**config.mk**
```make
export PLATFORM = sky130hd
export DESIGN_NAME = instr_fetch_mem
export DESIGN_NICKNAME = d
export VERILOG_FILES = /design/src/rtl/instr_fetch_mem.sv
export SDC_FILE = /design/constraint.sdc
export NUM_CORES = 1
export LEC_CHECK = 0
export BUFFER_PORTS_ARGS = -buffer_cell sky130_fd_sc_hd__buf_4
export CORE_MARGIN = 4
export CORE_UTILIZATION = 56
export DETAILED_ROUTE_END_ITERATION = 7
export PLACE_DENSITY = 0.78
export SLEW_MARGIN = 40
export SYNTH_ARGS = -nofsm -noshare
export SYNTH_HDL_FRONTEND = slang
export SYNTH_SLANG_ARGS = --single-unit
```
**constraint.sdc**
```tcl
create_clock -name clk -period 2.8 [get_ports clk]
set_clock_uncertainty 0.15 [all_clocks]
set_input_delay 0.42 -clock clk [delete_from_list [all_inputs] [get_ports clk]]
set_output_delay 0.42 -clock clk [all_outputs]
set_load 0.02 [all_outputs]
```
**src/rtl/instr_fetch_mem.sv**
```systemverilog
// instr_fetch_mem: registered-read, stream-loadable instruction memory for the fetch stage
module instr_fetch_mem #(
  parameter int    DATA_W    = 32,
  parameter int    ADDR_W    = 5,
  parameter int    PC_W      = 32,
  parameter int    BYTE_ADDR = 1,
  parameter string INIT_FILE = ""
) (
  input  logic              clk,
  input  logic              reset,
  input  logic [PC_W-1:0]   inPC,
  input  logic              inFetch,
  input  logic              inStall,
  output logic [DATA_W-1:0] outInstruction,
  output logic              outValid,
  output logic              outFault,
  input  logic              inLoadStart,
  input  logic              inLoadValid,
  input  logic [DATA_W-1:0] inLoadData,
  input  logic              inLoadLast,
  output logic              outLoadReady,
  output logic              outLoadDone
);
  typedef enum logic {RUN, LOAD} state_t;
  state_t            state, state_nxt;
  logic [DATA_W-1:0] mem [2**ADDR_W];
  logic [ADDR_W-1:0] cnt, idx;
  logic [PC_W-1:0]   word_pc;
  logic              bad, hs, last_word;
  assign outLoadReady = state == LOAD;
  always_comb begin
    word_pc   = BYTE_ADDR != 0 ? inPC >> 2 : inPC;
    idx       = word_pc[ADDR_W-1:0];
    bad       = (word_pc >> ADDR_W) != '0 || (BYTE_ADDR != 0 && inPC[1:0] != 2'b00);
    hs        = state == LOAD && inLoadValid;
    last_word = inLoadLast || cnt == '1;
    state_nxt = state == RUN ? (inLoadStart ? LOAD : RUN) : (hs && last_word ? RUN : LOAD);
  end
  always_ff @(posedge clk or posedge reset) begin
    if (reset) begin
      state       <= RUN;
      cnt         <= '0;
      outLoadDone <= 1'b0;
    end else begin
      state       <= state_nxt;
      cnt         <= state == RUN ? '0 : cnt + ADDR_W'(hs);
      outLoadDone <= hs && last_word;
    end
  end
  always_ff @(posedge clk) begin
    if (hs) mem[cnt] <= inLoadData;
  end
  always_ff @(posedge clk or posedge reset) begin
    if (reset) begin
      outInstruction <= '0;
      outValid       <= 1'b0;
      outFault       <= 1'b0;
    end else if (state == LOAD) begin
      outInstruction <= '0;
      outValid       <= 1'b0;
      outFault       <= 1'b0;
    end else if (!inStall) begin
      outValid <= inFetch;
      outFault <= inFetch && bad;
      if (inFetch) outInstruction <= bad ? '0 : mem[idx];
    end
  end
endmodule

```
==> run summary <==
Seq cells post-synth: 1065
layout cells sized above 1: 28.9%
FP Rows: 99
RSZ-0062 raised after global routing: no
Vias: 21747
Clock Sinks: 1065
Die Area: 0.0779 mm²
crit path kind: register to register
Buffers on Ports: 106
fin worst setup slack: 346 ps
CTS buffer count: 102
Routed WL: 102 mm
EDFF count, synth: 1024
power per cell area: 695 mW/mm²
Final Cell Area: 0.0478 mm²
CP Capture Type: register
Post-Place Cells: 3090
Max Root-Sink Buffers: 3
fin crit share: 87.7%
CTS tree: built
Avg WL per Cell: 30.8 µm
Resized cells post-CTS: 0
Worst Setup Start Kind: register
drt via density: 6.59
Top FF cell, synth: edfxtp_1
Worst-Margin Slew: 878 ps
Area Overhead vs Synth: 16.1%
Post-DRT Antenna Nets: 0
initial antenna violation count: 2
Starting Density: 56.5%
vias in the first global route: 22456
Syn. warnings: 0
Slew Limit Fails: 0
Mapped Cells: 2012
Placed Area: 0.0443 mm²
drt first pass iters: 7
outcome: finished clean
Post-Syn Area: 0.0411 mm²
Syn Nets: 2085
Synth async-reset ratio: 3.85%
DRT iter0 DRCs: 3025
H-tree lvl count: 3
Core Box Area: 0.0728 mm²
Hold WC Path Type: input port to register
Final nets: 2324
arrival time worst endpoint: 2650 ps
post-synth cell types: 42
worst rel slew slack: 41.5%
largest net degree at the start of global routing: 83
CTS clock-pin slew for the worst setup and hold paths: 60 ps
Place WS: 66.2 ps
HPWL after DPL: 57.8 mm
final setup violation count: 0
CTS root buffer: clkbuf_16
routability-driven placement congestion ratio: 0.837
leakage power figure: 0.0158 µW
DRC viols: 0
fmax: 407 MHz
gr usage total: 26.4%
Die H: 279 µm
WHS: 18.0 ps
min cycle time layout: 2450 ps
maxcap violations: 0
worst vdd ir: 0.608 mV
fin cells: 3301
sequential-to-total area share from yosys stat: 77.2%
Die W: 279 µm
critical-path maximum fanout: 13
Worst-Skew Late Latency: 670 ps
final-report hold violation count: 0
Syn Area/Cell: 20.5 µm²
Top Ports: 107
first-pass GRT wire length: 151 mm
worst path required time: 3000 ps
grt ovf: 0
-- Yosys cell counts (3+ instances only) --
cell type / instances / area (µm²)
o21ai_1: 18 / 90.1
a2111oi_0: 18 / 158
nand2_1: 136 / 510
a211oi_1: 36 / 270
inv_1: 3 / 11.3
clkbuf_1: 34 / 128
edfxtp_1: 1024 / 30700
a221oi_1: 17 / 149
o22ai_1: 29 / 181
nor2b_1: 39 / 244
nor4_1: 6 / 37.5
a21oi_1: 4 / 20.0
buf_4: 13 / 97.6
o21ai_0: 20 / 100
dfrtp_1: 41 / 1030
mux2i_1: 49 / 490
mux4_2: 218 / 4910
or3_1: 3 / 18.8
and2_1: 5 / 31.3
nand3b_1: 3 / 22.5
mux2_2: 22 / 248
buf_2: 54 / 270
nor2_1: 42 / 158
buf_6: 10 / 113
a211o_1: 32 / 280
nand2b_1: 37 / 231
o31ai_1: 14 / 105
nand3_1: 67 / 335
-- layout by cell type (no fill, tap or decap), types with 2 or more instances in the layout --
cell	n
dlygate4sd3_1	16
clkbuf_1	18
nand3_1	67
mux2i_1	49
edfxtp_1	1024
inv_6	3
clkinv_4	3
mux2_2	22
a221oi_1	17
clkbuf_8	14
a211oi_1	36
buf_12	46
or3_1	3
nand2b_1	37
o21ai_0	20
nand2_1	136
nor4_1	6
nor2b_1	39
a211o_1	32
a21oi_1	4
inv_1	2
bufinv_16	3
o31ai_1	14
and2_1	5
xnor2_1	2
clkbuf_16	103
nand3b_1	3
clkinv_1	13
ha_1	2
o21ai_1	18
clkinv_2	25
dfrtp_1	41
buf_8	2
mux4_2	218
nor2_1	8
nor2_4	34
buf_4	184
o22ai_1	29
a2111oi_0	17
clkinvlp_4	10
-- report_power, final --
| part | switching, µW | internal, µW |
|---|---|---|
| sequential | 79.4 | 17800 |
| combinational | 1250 | 794 |
| clock | 5880 | 7430 |
-- sequential cells by signal, indices dropped and copies added, names as in the netlist --
| signal | flops |
|---|---|
| mem | 1024 |
| outInstruction | 32 |
| outLoadDone | 1 |
| cnt | 5 |
| outLoadReady | 1 |
| outValid | 1 |
| outFault | 1 |
-- per-layer routing --
metal	global-route usage [%]	up-vias	routed length [µm]
li1	-	8779	-
met1	37.6	11214	37300
met2	42.3	1513	49500
met3	5.69	239	11800
met4	7.49	2	2980
met5	0	-	13
-- per-stage QoR --
step / TNS [ps] / utilization [%] / power, µW
after floorplan: -220870 / - / 19200
after global placement: -242 / 60.8 / 20100
after detailed placement: 0 / 60.8 / 20200
after CTS: 0 / 65.6 / 33300
after global routing: 0 / 65.6 / 34200
final: 0 / 65.6 / 33200
-- final timing paths --
check | start | end | slack (ps) | cells after the start
setup / recovery | outLoadReady | mem[6][26] | 350 | 5
hold / removal | inLoadData[27] | mem[3][27] | 20 | 1
setup reg to reg | outLoadReady | mem[6][26] | 350 | 5
hold reg to reg | outValid | outValid | 410 | 2
max in group asynchronous | reset | outInstruction[9] | 1570 | 4
min in group asynchronous | reset | outInstruction[26] | 280 | 3
-- timing repair --
item	4_1_cts	5_1_grt
hold endpoints to repair	195	0
setup buffers	0	0
hold buffers	16	0
-- critical path: stages (launching register included) --
cell and delay [ps]:
dfrtp_1 350, nand2_1 130, nor2_1 130, nand2_1 400
nor2_4 690, buf_12 260
-- area by class of cell --
| cell class | instances | area, µm² |
|---|---|---|
| tap | 959 | 1200 |
| multi-input combinational | 829 | 8970 |
| fill | 4526 | 25100 |
| inverter | 3 | 11.3 |
| antenna | 1 | 2.50 |
| clock inverter | 60 | 458 |
| clock buffer | 134 | 2820 |
| sequential | 1065 | 31800 |
| timing repair buffer | 250 | 2520 |
-- cell families (layout without fill, tap and decap cells) --
group | after synthesis | in the layout | synth area share (%)
DFF | 1065 | 1065 | 77.2
and+or+nand+nor | 345 | 345 | 3.99
muxes | 289 | 289 | 13.7
AOI/OAI and AO/OA | 190 | 190 | 3.34
buffers and inverters | 118 | 447 | 1.60
xor gates and xnor gates | 3 | 3 | 0.0639
adders and majority gates | 2 | 2 | 0.0608
other | 0 | 1 | 0
No activity file was read; power rests on OpenSTA's default activity.
